`src/rtl/rc4_stream_xor.sv`:
```
// Consumer side of an RC4 keystream: buffers keystream bytes, optionally discards the
// first DROP_N after each start, and XORs the rest one-for-one onto a valid/ready byte stream.
module rc4_stream_xor #(
    parameter int unsigned KS_DEPTH = 16,
    parameter int unsigned DROP_N   = 0,
    parameter int unsigned CNT_W    = 16
) (
    input  logic             clk_i,
    input  logic             rst_i,
    input  logic             start_i,
    output logic             ks_flush_o,
    input  logic             ks_valid_i,
    input  logic [7:0]       ks_data_i,
    output logic             ks_ready_o,
    input  logic             din_valid_i,
    input  logic [7:0]       din_data_i,
    input  logic             din_last_i,
    output logic             din_ready_o,
    output logic             dout_valid_o,
    output logic [7:0]       dout_data_o,
    output logic             dout_last_o,
    input  logic             dout_ready_i,
    output logic             busy_o,
    output logic             done_o,
    output logic [CNT_W-1:0] byte_cnt_o
);

    localparam int unsigned AW = (KS_DEPTH > 1) ? $clog2(KS_DEPTH) : 1;
    localparam int unsigned CW = AW + 1;
    localparam int unsigned DW = 16;
    localparam logic [CW-1:0] FULL_LVL = CW'(KS_DEPTH);
    localparam logic [DW-1:0] DROP_LD  = DW'(DROP_N);

    typedef enum logic [1:0] {
        S_IDLE  = 2'd0,
        S_DROP  = 2'd1,
        S_RUN   = 2'd2,
        S_DRAIN = 2'd3
    } state_e;

    state_e           state_q, state_d;
    logic [7:0]       mem_q [KS_DEPTH];
    logic [AW-1:0]    wr_ptr_q, wr_ptr_d;
    logic [AW-1:0]    rd_ptr_q, rd_ptr_d;
    logic [CW-1:0]    count_q, count_d;
    logic [DW-1:0]    drop_q, drop_d;
    logic             ks_ready_q, ks_ready_d;
    logic             ks_flush_q, ks_flush_d;
    logic             busy_q, busy_d;
    logic             done_q, done_d;
    logic             dout_valid_q, dout_valid_d;
    logic [7:0]       dout_data_q, dout_data_d;
    logic             dout_last_q, dout_last_d;
    logic [CNT_W-1:0] byte_cnt_q, byte_cnt_d;

    logic fifo_empty;
    logic push;
    logic pop;
    logic drop_pop;
    logic din_ready;
    logic din_hs;
    logic dout_hs;
    logic clear;

    // Handshake decode; din_ready must follow dout_ready combinationally for 1 byte/cycle.
    always_comb begin
        fifo_empty = (count_q == '0);
        push       = ks_valid_i & ks_ready_q;
        din_ready  = (state_q == S_RUN) & ~fifo_empty & (~dout_valid_q | dout_ready_i);
        din_hs     = din_valid_i & din_ready;
        dout_hs    = dout_valid_q & dout_ready_i;
        drop_pop   = (state_q == S_DROP) & ~fifo_empty;
        pop        = din_hs | drop_pop;
    end

    // Next-state and control pulses.
    always_comb begin
        state_d    = state_q;
        drop_d     = drop_q;
        ks_flush_d = 1'b0;
        done_d     = 1'b0;
        clear      = 1'b0;
        case (state_q)
            S_IDLE: begin
                if (start_i) begin
                    ks_flush_d = 1'b1;
                    clear      = 1'b1;
                    drop_d     = DROP_LD;
                    state_d    = (DROP_N > 0) ? S_DROP : S_RUN;
                end
            end
            S_DROP: begin
                if (drop_pop) begin
                    drop_d = drop_q - DW'(1);
                    if (drop_q == DW'(1)) begin
                        state_d = S_RUN;
                    end
                end
            end
            S_RUN: begin
                if (din_hs && din_last_i) begin
                    state_d = S_DRAIN;
                end
            end
            S_DRAIN: begin
                if (dout_hs && dout_last_q) begin
                    done_d  = 1'b1;
                    state_d = S_IDLE;
                end
            end
            default: state_d = S_IDLE;
        endcase
    end

    // FIFO pointers; any keystream still buffered is dropped whenever the block goes idle.
    always_comb begin
        wr_ptr_d = wr_ptr_q + AW'(push);
        rd_ptr_d = rd_ptr_q + AW'(pop);
        count_d  = count_q + CW'(push) - CW'(pop);
        if (clear || (state_d == S_IDLE)) begin
            wr_ptr_d = '0;
            rd_ptr_d = '0;
            count_d  = '0;
        end
        ks_ready_d = (state_d != S_IDLE) && (count_d != FULL_LVL);
        busy_d     = (state_d != S_IDLE);
    end

    // Output register: load on din handshake, empty on dout handshake, otherwise hold.
    always_comb begin
        dout_valid_d = dout_valid_q;
        dout_data_d  = dout_data_q;
        dout_last_d  = dout_last_q;
        if (din_hs) begin
            dout_valid_d = 1'b1;
            dout_data_d  = din_data_i ^ mem_q[rd_ptr_q];
            dout_last_d  = din_last_i;
        end else if (dout_hs) begin
            dout_valid_d = 1'b0;
        end
        byte_cnt_d = clear ? '0 : (byte_cnt_q + CNT_W'(dout_hs));
    end

    always_ff @(posedge clk_i) begin
        if (rst_i) begin
            state_q      <= S_IDLE;
            wr_ptr_q     <= '0;
            rd_ptr_q     <= '0;
            count_q      <= '0;
            drop_q       <= '0;
            ks_ready_q   <= 1'b0;
            ks_flush_q   <= 1'b0;
            busy_q       <= 1'b0;
            done_q       <= 1'b0;
            dout_valid_q <= 1'b0;
            dout_data_q  <= '0;
            dout_last_q  <= 1'b0;
            byte_cnt_q   <= '0;
        end else begin
            state_q      <= state_d;
            wr_ptr_q     <= wr_ptr_d;
            rd_ptr_q     <= rd_ptr_d;
            count_q      <= count_d;
            drop_q       <= drop_d;
            ks_ready_q   <= ks_ready_d;
            ks_flush_q   <= ks_flush_d;
            busy_q       <= busy_d;
            done_q       <= done_d;
            dout_valid_q <= dout_valid_d;
            dout_data_q  <= dout_data_d;
            dout_last_q  <= dout_last_d;
            byte_cnt_q   <= byte_cnt_d;
        end
    end

    // Keystream storage needs no reset; occupancy is tracked by count_q.
    always_ff @(posedge clk_i) begin
        if (push) begin
            mem_q[wr_ptr_q] <= ks_data_i;
        end
    end

    no_pop_on_empty: assert property (@(posedge clk_i) disable iff (rst_i) !(pop && fifo_empty));
    no_push_on_full: assert property (@(posedge clk_i) disable iff (rst_i) !(push && (count_q == FULL_LVL)));

    assign ks_flush_o   = ks_flush_q;
    assign ks_ready_o   = ks_ready_q;
    assign din_ready_o  = din_ready;
    assign dout_valid_o = dout_valid_q;
    assign dout_data_o  = dout_data_q;
    assign dout_last_o  = dout_last_q;
    assign busy_o       = busy_q;
    assign done_o       = done_q;
    assign byte_cnt_o   = byte_cnt_q;

endmodule

```
`config.mk`:
```
export PLATFORM = sky130hd
export DESIGN_NAME = rc4_stream_xor
export DESIGN_NICKNAME = d
export VERILOG_FILES = /design/src/rtl/rc4_stream_xor.sv
export SDC_FILE = /design/constraint.sdc
export NUM_CORES = 1
export LEC_CHECK = 0
export BUFFER_PORTS_ARGS = -buffer_cell sky130_fd_sc_hd__buf_2
export CAP_MARGIN = 20
export CORE_UTILIZATION = 60
export DETAILED_ROUTE_END_ITERATION = 8
export PLACE_DENSITY = 0.81
export SKIP_CTS_REPAIR_TIMING = 1
export SYNTH_ARGS = -nofsm -noshare
export SYNTH_HDL_FRONTEND = slang
export SYNTH_SLANG_ARGS = --single-unit
export TNS_END_PERCENT = 5
```
`constraint.sdc`:
```
create_clock -name clk_i -period 3.6 [get_ports clk_i]
set_input_delay 0.54 -clock clk_i [delete_from_list [all_inputs] [get_ports clk_i]]
set_output_delay 0.54 -clock clk_i [all_outputs]
set_load 0.01 [all_outputs]
```
==> results of run 1 <==
routing by layer:
layer,routed length [µm],vias to the layer above,track usage
li1,-,2079,-
met1,6000,2236,0.314
met2,7830,178,0.420
met3,1020,22,0.0701
met4,244,0,0.0863
met5,0,-,0
registers in the layout, summed over array words and instances, names as in the netlist:
| name | count |
|---|---|
| byte_cnt_o | 16 |
| ks_flush_o | 1 |
| count_q | 5 |
| busy_o | 1 |
| state_q | 2 |
| dout_valid_o | 1 |
| wr_ptr_q | 4 |
| rd_ptr_q | 4 |
| drop_q | 16 |
| dout_data_o | 8 |
| dout_last_o | 1 |
| done_o | 1 |
| ks_ready_o | 1 |
| mem_q | 128 |
layout make-up:
| type | instances | share of cell area |
|---|---|---|
| well taps | 172 | 0.0244 |
| flip-flops and latches | 189 | 0.574 |
| clock buffers | 22 | 0.0537 |
| multi-input cells | 301 | 0.286 |
| clock inverters | 10 | 0.0146 |
| inverters | 17 | 0.00723 |
| repair buffers | 62 | 0.0400 |
critical path, cell delays in order, from the launching register on:
cell                       delay (ns)
sky130_fd_sc_hd__dfxtp_1         0.32
sky130_fd_sc_hd__inv_1           0.08
sky130_fd_sc_hd__ha_1            0.14
sky130_fd_sc_hd__nor4b_1         0.50
sky130_fd_sc_hd__nor4_1          0.18
sky130_fd_sc_hd__nand2_1         0.12
sky130_fd_sc_hd__nand2_1         0.08
sky130_fd_sc_hd__ha_1            0.29
sky130_fd_sc_hd__inv_1           0.05
sky130_fd_sc_hd__ha_1            0.15
sky130_fd_sc_hd__inv_1           0.05
sky130_fd_sc_hd__fa_1            0.41
sky130_fd_sc_hd__inv_1           0.07
sky130_fd_sc_hd__a21oi_1         0.06
sky130_fd_sc_hd__o21bai_1        0.16
sky130_fd_sc_hd__xnor2_1         0.19
sky130_fd_sc_hd__and2_1          0.18
report_power, final:
part | switching (mW) | internal, mW
sequential | 0.0432 | 2.36
clock | 0.816 | 1.09
combinational | 0.236 | 0.170
total | 1.09 | 3.63
cell usage in the layout (no fill, tap or decap), types with 5 or more instances in the layout:
| cell type | netlist | layout |
|---|---|---|
| sky130_fd_sc_hd__mux2i_1 | 26 | 26 |
| sky130_fd_sc_hd__nand2_1 | 16 | 16 |
| sky130_fd_sc_hd__buf_2 | 8 | 53 |
| sky130_fd_sc_hd__xor2_1 | 25 | 25 |
| sky130_fd_sc_hd__nand3_1 | 14 | 14 |
| sky130_fd_sc_hd__xnor2_1 | 16 | 16 |
| sky130_fd_sc_hd__a21oi_1 | 5 | 5 |
| sky130_fd_sc_hd__edfxtp_1 | 128 | 128 |
| sky130_fd_sc_hd__nor3_1 | 12 | 12 |
| sky130_fd_sc_hd__nand4_1 | 9 | 9 |
| sky130_fd_sc_hd__a211oi_1 | 9 | 9 |
| sky130_fd_sc_hd__nor2_1 | 72 | 72 |
| sky130_fd_sc_hd__clkbuf_16 | 0 | 17 |
| sky130_fd_sc_hd__and2_1 | 8 | 8 |
| sky130_fd_sc_hd__mux4_2 | 32 | 32 |
| sky130_fd_sc_hd__ha_1 | 14 | 14 |
| sky130_fd_sc_hd__buf_4 | 4 | 8 |
| sky130_fd_sc_hd__dfxtp_1 | 61 | 60 |
| sky130_fd_sc_hd__inv_1 | 17 | 17 |
cell families (layout without fill, tap and decap cells):
| group | count (synthesis) | count (layout) | synth area share |
|---|---|---|---|
| adder cells (fa/ha/maj) | 15 | 15 | 0.0251 |
| XOR/XNOR | 41 | 41 | 0.0463 |
| buffers and inverters | 39 | 111 | 0.0221 |
| flip-flops | 189 | 189 | 0.653 |
| AND/OR/NAND/NOR | 163 | 163 | 0.106 |
| multiplexers | 58 | 58 | 0.126 |
| AO/OA/AOI/OAI | 24 | 24 | 0.0219 |
path summary, 6_finish.rpt:
| check | from | end | slack (ns) | cells after the start |
|---|---|---|---|---|
| hold / removal | din_last_i | dout_last_o | 0.37 | 3 |
| setup reg to reg | count_q[2] | count_q[4] | 0.51 | 16 |
| hold reg to reg | drop_q[3] | drop_q[3] | 0.48 | 2 |
| setup / recovery | count_q[2] | count_q[4] | 0.51 | 16 |
through the flow:
stage	util	total power [mW]	hold WS [ns]	setup slack (ns)
after CTS	0.697	4.74	0.362	0.531
after global placement	0.649	2.83	0.467	0.719
final	0.699	4.72	0.371	0.512
after global routing	0.699	4.88	0.405	0.246
after detailed placement	0.649	2.85	0.479	0.573
after floorplan	-	2.74	0.454	0.718
==> reports/results.md, run 1 <==
• FF+latch count, synth: 189
• clock sink total: 189
• die width: 116 µm
• sequential-to-total area share from yosys stat: 0.653
• antenna violations before repair: 0
• area of the mapped netlist: 7760 µm²
• core region area: 12,600 µm²
• floorplan row count: 41
• Post-Layout Cell Count: 773
• average footprint of a synthesized cell: 14.7 µm²
• Max Fanout on Critical Path: 3
• count of pins over their slew limit: 0
• Area growth, synth to finish: 13.7%
• Synth warnings: 0
• synth top area cells: sky130_fd_sc_hd__edfxtp_1 (50%), sky130_fd_sc_hd__dfxtp_1 (16%), sky130_fd_sc_hd__mux4_2 (9.3%)
• TritonCTS Buffers: 17
• cell with the most instances after synthesis: sky130_fd_sc_hd__edfxtp_1
• area of all sequential standard cells: 5070 µm²
• run status: completed
• total non-filler cell area in the finished layout: 8830 µm²
• Synthesized Nets: 567
• total number of nets in the final design: 626
• DP Area: 8200 µm²
• wire length of the first global-routing pass: 24,000 µm
• launching element type of the critical path: flop
• max capacitance violation total: 0
• largest area contributor in the synthesized netlist: sky130_fd_sc_hd__edfxtp_1
• arrival time worst endpoint: 3.45 ns
• WL final: 15,100 µm
• kind of path behind the tightest hold check: input pin to flop
• commonest register cell after synthesis: sky130_fd_sc_hd__edfxtp_1
• VDD IR-drop max: 0.396 mV
• Leakage: 3.03 nW
• crit path time final: 3.09 ns
• Crit Path Class: flop to flop
• required time worst endpoint: 3.97 ns
• pin count of the biggest net entering global routing: 34
• post-synth cell types: 48
• Peak Freq: 0.324 GHz
• share of post-route cells with drive strength above 1: 0.226
• Inst Count DP: 740
• Final ANT Viol Nets: 0
• post-synthesis instance total: 529
• DRC violations left: 0
• area share of the largest cell type after synthesis: 0.495
• via-per-instance ratio: 5.84
• # setup viols final: 0
• Async SR Flop Fraction: 0
• Slew Limit Headroom: 0.378
• first-pass detailed-route iteration total: 5
• Antenna diodes: 0
• setup repair after global routing missed its margin: false
• Final period util: 0.858
• Starting Density: 0.615
• TritonCTS clock tree: built
• area occupied by multi-input gates: 2520 µm²
• most frequent cells after synthesis: sky130_fd_sc_hd__edfxtp_1 (128), sky130_fd_sc_hd__nor2_1 (72), sky130_fd_sc_hd__dfxtp_1 (61)
• initial detailed-routing violation count: 466
• maximum clock path buffer count: 2
• count of port buffers added during placement: 53
• setup_tns: 0 ns
• dpl hpwl: 9510 µm
• top-level I/O count: 54
• clock transition time at the flip-flop clock pins of the worst setup and hold paths: 0.07 ns
• number of H-tree levels: 4
• ratio of total power to cell area: 535 nW/µm²
• Critical Path Sink Type: flop
• total routing usage reported by global routing: 0.250
• Worst Max-Slew Pin Slew: 0.929 ns
• total grt overflow: 0
• Wirelength per Cell: 19.5 µm
• worst-skew pair later-pin latency: 0.43 ns
• chip height: 116 µm
• count of endpoints failing hold in the final timing report: 0
• number of enable flip-flop cells after synthesis: 128
• clock root buffer master: sky130_fd_sc_hd__clkbuf_16
• number of global-route vias before repair: 4,493
• gpl congestion: 0.818
• vias after detailed routing: 4,515
• Clock Skew: 0.0102 ns
• DIE AREA: 13,400 µm²
• number of filler cells placed in the layout: 855
(Power assumes the default switching activity.)
==> run 2, diff against run 1 <==
CORE_UTILIZATION = 62   (was 60)
CTS_BUF_LIST = sky130_fd_sc_hd__clkbuf_4   (was not set)
PLACE_DENSITY = 0.84   (was 0.81)
==> run 2 against run 1 <==
Compared with the run above: non-clock buffer count fell by 1; via count down 1.4%; maximum frequency is 0.12% higher; register-to-register slack about the same; clock power is 42% lower; setup slack improved by 0.0037 ns; highest routed layer unchanged; utilization is 0.082 points higher; die area is 3.2% lower.
==> reports/results.md, run 2 (synthesis results as in run 1) <==
• startpoint of the worst register-to-register path: count_q[3], was count_q[2]
• setup_tns: 0 ns, unchanged
• net switching power: 1000 µW, was 1.09 mW
• proportion of power drawn by flip-flops and latches: 0.616, was 0.510
• TritonCTS clock tree: built, unchanged
• via-per-instance ratio: 5.80, was 5.84
• number of filler cells placed in the layout: 829, was 855
• gpl congestion: 0.873, was 0.818
• Leakage: 2.88 nW, was 3.03 nW
• worst-case hold path end point: dout_last_o, unchanged
• max FFs per register: 128, unchanged
• most common cell after layout, fill and taps aside: sky130_fd_sc_hd__edfxtp_1, unchanged
• CP cell instances: inv_1 > ha_1 > nor4b_1 > nor4_1 > nand2_1 > nand2_1 > ha_1 > inv_1 > ha_1 > inv_1 > fa_1 > inv_1 > a21oi_1 > o21bai_1 > xnor2_1 > a31oi_1, was inv_1 > ha_1 > nor4b_1 > nor4_1 > nand2_1 > nand2_1 > ha_1 > inv_1 > ha_1 > inv_1 > fa_1 > inv_1 > a21oi_1 > o21bai_1 > xnor2_1 > and2_1
• die width: 114 µm, was 116 µm
• Max Fanout on Critical Path: 3, unchanged
• count of pins over their slew limit: 0, unchanged
• total power after layout: 3.91 mW, was 4.72 mW
• setup repair after global routing missed its margin: false, unchanged
• arrival time worst endpoint: 3.55 ns, was 3.45 ns
• number of H-tree levels: 4, unchanged
• dpl hpwl: 9420 µm, was 9510 µm
• number of cells traversed by the worst register-to-register path: 16, unchanged
• clock transition time at the flip-flop clock pins of the worst setup and hold paths: 0.14 ns, was 0.07 ns
• Starting Density: 0.641, was 0.615
• WP buf/inv: 4, unchanged
• vias after detailed routing: 4,451, was 4,515
• Final period util: 0.857, was 0.858
• worst-skew pair later-pin latency: 0.58 ns, was 0.43 ns
• maximum clock path buffer count: 2, unchanged
• Worst Max-Slew Pin Slew: 0.916 ns, was 0.929 ns
• WL final: 14,000 µm, was 15,100 µm
• Final ANT Viol Nets: 0, unchanged
• top-level I/O count: 54, unchanged
• capture instance of the worst register-to-register path: ks_ready_o, was count_q[4]
• run status: completed, unchanged
• required time worst endpoint: 4.06 ns, was 3.97 ns
• Hold Path Depth: 3, unchanged
• CP top delay family: adder cells, was simple AND/OR/NAND/NOR gates
• crit path time final: 3.08 ns, was 3.09 ns
• clock sink total: 189, unchanged
• most common cell type on the critical path: sky130_fd_sc_hd__inv_1, unchanged
• power share of the clock group: 0.282, was 0.404
• total number of nets in the final design: 625, was 626
• register name with the most flops: mem_q, unchanged
• DRC violations left: 0, unchanged
• count of endpoints failing hold in the final timing report: 0, unchanged
• VDD IR-drop max: 0.533 mV, was 0.396 mV
• total routing usage reported by global routing: 0.237, was 0.250
• # setup viols final: 0, unchanged
• kind of path behind the tightest hold check: input pin to flop, unchanged
• DIE AREA: 13,000 µm², was 13,400 µm²
• Clock Skew: 0.0204 ns, was 0.0102 ns
• switching fraction of total power: 0.256, was 0.232
• core utilization of the finished layout: 0.700, was 0.699
• Peak Freq: 0.324 GHz, about the same
• slowest CP cell: sky130_fd_sc_hd__nor4b_1, unchanged
• share of post-route cells with drive strength above 1: 0.228, was 0.226
• Antenna diodes: 0, unchanged
• count of port buffers added during placement: 53, unchanged
• proportion of power drawn by combinational gates: 0.102, was 0.086
• commonest cells after routing, fill and taps aside: sky130_fd_sc_hd__edfxtp_1 (128), sky130_fd_sc_hd__nor2_1 (72), sky130_fd_sc_hd__dfxtp_1 (60), sky130_fd_sc_hd__buf_2 (53), sky130_fd_sc_hd__mux4_2 (32), unchanged
• antenna violations before repair: 0, unchanged
• initial detailed-routing violation count: 296, was 466
• Worst R2R Setup Slack: 0.52 ns, was 0.51 ns
• total grt overflow: 0, unchanged
• Crit Path Class: flop to flop, unchanged
• wire length of the first global-routing pass: 22,200 µm, was 24,000 µm
• Int Pwr: 2.91 mW, was 3.63 mW
• ratio of total power to cell area: 461 nW/µm², was 535 nW/µm²
• Wirelength per Cell: 18.3 µm, was 19.5 µm
• Area growth, synth to finish: 9.27%, was 13.7%
• CP max stage delay: 0.50 ns, about the same
• core region area: 12,100 µm², was 12,600 µm²
• first-pass detailed-route iteration total: 5, unchanged
• pin count of the biggest net entering global routing: 34, unchanged
• total non-filler cell area in the finished layout: 8480 µm², was 8830 µm²
• clock root buffer master: sky130_fd_sc_hd__clkbuf_4, was sky130_fd_sc_hd__clkbuf_16
• startpoint of the worst hold path: din_last_i, unchanged
• number of global-route vias before repair: 4,415, was 4,493
• floorplan row count: 40, was 41
• chip height: 114 µm, was 116 µm
• Critical Path Sink Type: flop, unchanged
• max capacitance violation total: 0, unchanged
• DP Area: 8200 µm², about the same
• Slew Limit Headroom: 0.387, was 0.378
• launching element type of the critical path: flop, unchanged
• TritonCTS Buffers: 17, unchanged
==> run 2: cell count changes in the layout (fill, tap and decap cells not counted), sizes merged <==
cell / before / now
bufinv: 2 / 1
clkinvlp: 3 / 4
buf: 62 / 61
clkinv: 0 / 4
inv: 22 / 21
clkbuf: 22 / 19
==> run 2: cell type report <==
type	count	area, µm²	area share
Clock buffer	19	143	0.0168
Clock inverter	13	135	0.0159
Inverter	17	63.8	0.00752
Multi-Input combinational cell	301	2520	0.298
Sequential cell	189	5070	0.597
Tap cell	168	210	0.0248
Timing Repair Buffer	61	338	0.0398
==> run 2: metal layers <==
metal / part of all wire / GRT usage
met5: 0 / 0
met3: 0.065 / 0.0696
met4: 0.013 / 0.0909
met2: 0.49 / 0.383
met1: 0.43 / 0.305
==> run 2: worst max-delay path by stage <==
| stage | from | endpoint | slack, ns | cells past startpoint |
|---|---|---|---|---|
| detailed placement | count_q[3] | ks_ready_o | 0.53 | 16 |
| finish | count_q[3] | ks_ready_o | 0.52 | 16 |
| CTS | count_q[3] | ks_ready_o | 0.51 | 16 |
| global placement | count_q[3] | ks_ready_o | 0.69 | 16 |
| global route | count_q[3] | ks_ready_o | 0.24 | 16 |
| floorplan | count_q[2] | ks_ready_o | 0.72 | 16 |
==> run 2: stage by stage <==
stage          std cells  setup WS (ns)  hold WS (ns)
6_report             768          0.516         0.232
5_1_grt              768          0.237         0.202
2_1_floorplan        529          0.718         0.454
3_3_place_gp         736          0.692         0.463
3_5_place_dp         736          0.534         0.488
4_1_cts              768          0.506         0.193
==> run 2: tightest hold or removal path: stages <==
cell and delay (ns):
sky130_fd_sc_hd__buf_2 0.09, sky130_fd_sc_hd__mux2i_1 0.07, sky130_fd_sc_hd__nor2_1 0.08
==> run 2: power by group through the flow <==
| stage | logic (mW) | registers (mW) | clock network (mW) |
|---|---|---|---|
| detailed placement | 0.396 | 2.45 | 0 |
| finish | 0.398 | 2.41 | 1.10 |
| CTS | 0.398 | 2.41 | 1.12 |
| floorplan | 0.294 | 2.45 | 0 |
| global route | 0.444 | 2.41 | 1.21 |
| global placement | 0.381 | 2.45 | 0 |
==> run 3, diff against run 2 <==
CORE_ASPECT_RATIO = 0.5   (was not set)
==> run 3 against run 2 <==
Compared with the run above: non-clock buffer count unchanged; global-route usage shrank 0.26 points; combinational power about the same; clock skew is 0.0047 ns higher; register-to-register slack improved by 0.06 ns; critical path type unchanged.
==> reports/results.md, run 3 (synthesis results as in run 1) <==
• run status: completed, unchanged
• maximum clock path buffer count: 2, unchanged
• die width: 160 µm, was 114 µm
• Area growth, synth to finish: 9.96%, was 9.27%
• WL final: 14,400 µm, was 14,000 µm
• gpl congestion: 0.814, was 0.873
• Crit Path Class: flop to flop, unchanged
• Starting Density: 0.646, was 0.641
• top-level I/O count: 54, unchanged
• Clock Skew: 0.0250 ns, was 0.0204 ns
• number of filler cells placed in the layout: 765, was 829
• # setup viols final: 0, unchanged
• vias after detailed routing: 4,452, was 4,451
• Final period util: 0.841, was 0.857
• worst-skew pair later-pin latency: 0.56 ns, was 0.58 ns
• area occupied by multi-input gates: 2520 µm², unchanged
• setup_tns: 0 ns, unchanged
• total grt overflow: 0, unchanged
• TritonCTS clock tree: built, unchanged
• WP buf/inv: 4, unchanged
• crit path time final: 3.03 ns, was 3.08 ns
• arrival time worst endpoint: 3.48 ns, was 3.55 ns
• startpoint of the worst hold path: din_last_i, unchanged
• DRC violations left: 0, unchanged
• initial detailed-routing violation count: 345, was 296
• Worst Max-Slew Pin Slew: 0.993 ns, was 0.916 ns
• Place WS: 0.627 ns, was 0.534 ns
• clock transition time at the flip-flop clock pins of the worst setup and hold paths: 0.15 ns, was 0.14 ns
• antenna violations before repair: 1, was 0
• Wirelength per Cell: 18.8 µm, was 18.3 µm
• kind of path behind the tightest hold check: input pin to flop, unchanged
• CP max stage delay: 0.45 ns, was 0.50 ns
• Hold Slack: 0.248 ns, was 0.232 ns
• number of H-tree levels: 4, unchanged
• total number of nets in the final design: 625, unchanged
• pin count of the biggest net entering global routing: 34, unchanged
• core region area: 12,000 µm², was 12,100 µm²
• chip height: 81.1 µm, was 114 µm
• most common cell after layout, fill and taps aside: sky130_fd_sc_hd__edfxtp_1, unchanged
• dpl hpwl: 9520 µm, was 9420 µm
• total non-filler cell area in the finished layout: 8530 µm², was 8480 µm²
• max FFs per register: 128, unchanged
• count of pins over their slew limit: 0, unchanged
• count of endpoints failing hold in the final timing report: 0, unchanged
• share of post-route cells with drive strength above 1: 0.228, unchanged
• CP top delay family: adder cells, unchanged
• floorplan row count: 28, was 40
• required time worst endpoint: 4.05 ns, was 4.06 ns
• wire length of the first global-routing pass: 22,200 µm, about the same
• startpoint of the worst register-to-register path: count_q[3], unchanged
• first element of the critical path: count_q[3], unchanged
• Critical Path Sink Type: flop, unchanged
• Slew Limit Headroom: 0.337, was 0.387
• CP cell instances: inv_1 > ha_1 > nor4b_1 > nor4_1 > nand2_1 > nand2_1 > ha_1 > inv_1 > ha_1 > inv_1 > fa_1 > inv_1 > a21oi_1 > o21bai_1 > xnor2_1 > a31oi_1, unchanged
• number of global-route vias before repair: 4,258, was 4,415
• final setup margin: 0.574 ns, was 0.516 ns
• setup repair after global routing missed its margin: false, unchanged
• total power after layout: 4.10 mW, was 3.91 mW
• slowest CP cell: sky130_fd_sc_hd__nor4_1, was sky130_fd_sc_hd__nor4b_1
• max capacitance violation total: 0, unchanged
• commonest cells after routing, fill and taps aside: sky130_fd_sc_hd__edfxtp_1 (128), sky130_fd_sc_hd__nor2_1 (72), sky130_fd_sc_hd__dfxtp_1 (60), sky130_fd_sc_hd__buf_2 (53), sky130_fd_sc_hd__mux4_2 (32), unchanged
• DIE AREA: 13,000 µm², about the same
• first-pass detailed-route iteration total: 5, unchanged
• TritonCTS Buffers: 17, unchanged
• Leakage: 2.92 nW, was 2.88 nW
• ratio of total power to cell area: 481 nW/µm², was 461 nW/µm²
• Final ANT Viol Nets: 0, unchanged
• total routing usage reported by global routing: 0.234, was 0.237
• Peak Freq: 0.330 GHz, was 0.324 GHz
• register name with the most flops: mem_q, unchanged
• clock sink total: 189, unchanged
• launching element type of the critical path: flop, unchanged
• via-per-instance ratio: 5.81, was 5.80
• VDD IR-drop max: 0.259 mV, was 0.533 mV
• most common cell type on the critical path: sky130_fd_sc_hd__inv_1, unchanged
• count of port buffers added during placement: 53, unchanged
• DP Area: 8200 µm², about the same
• Max Fanout on Critical Path: 3, unchanged
• area of all sequential standard cells: 5070 µm², unchanged
• clock root buffer master: sky130_fd_sc_hd__clkbuf_4, unchanged
## run 3: cell types whose count changed in the layout (fill, tap and decap cells not counted), sizes merged
cell,previous run,this run
clkinvlp,4,0
diode,0,1
clkinv,4,2
inv,21,25
bufinv,1,3
## run 3: where the power goes
| part | switching [mW] | internal (mW) | total [mW] |
|---|---|---|---|
| logic | 0.227 | 0.170 | 0.397 |
| clock network | 0.769 | 0.531 | 1.30 |
| registers | 0.0434 | 2.36 | 2.41 |
## run 3: metrics by stage
step,std cells,util
2_1_floorplan,529,-
3_3_place_gp,733,0.682
3_5_place_dp,733,0.682
4_1_cts,765,0.710
5_1_grt,766,0.710
6_report,766,0.710
## run 3: area by class of cell
cell class                 instances  area share
sequential                       189       0.594
multi-input combinational        301       0.296
timing repair buffer              61      0.0396
tap                              165      0.0242
clock inverter                    13      0.0223
clock buffer                      19      0.0167
inverter                          17     0.00748
antenna                            1    0.000293
## run 3: worst reg2reg max path: cells and delay by family (launching register included)
kind,cells,cell delay (ns)
compound gates,3,0.34
xor+xnor,1,0.16
fa+ha+maj,4,0.95
buf+inv,4,0.25
flops,1,0.38
simple gates,4,0.84
## run 3: path summary, 6_finish.rpt
kind | to | slack [ns] | depth (start not counted)
setup / recovery | ks_ready_o | 0.57 | 16
hold / removal | dout_last_o | 0.25 | 3
setup reg to reg | ks_ready_o | 0.57 | 16
hold reg to reg | drop_q[3] | 0.49 | 2
## run 3: metal layers
metal / wire length [µm] / share of wire / up-vias / track usage
met2: 6920 / 0.48 / 160 / 0.392
li1: - / - / 2078 / -
met5: 0 / 0 / - / 0
met3: 941 / 0.065 / 16 / 0.0475
met4: 231 / 0.016 / 0 / 0.0943
met1: 6280 / 0.44 / 2198 / 0.308
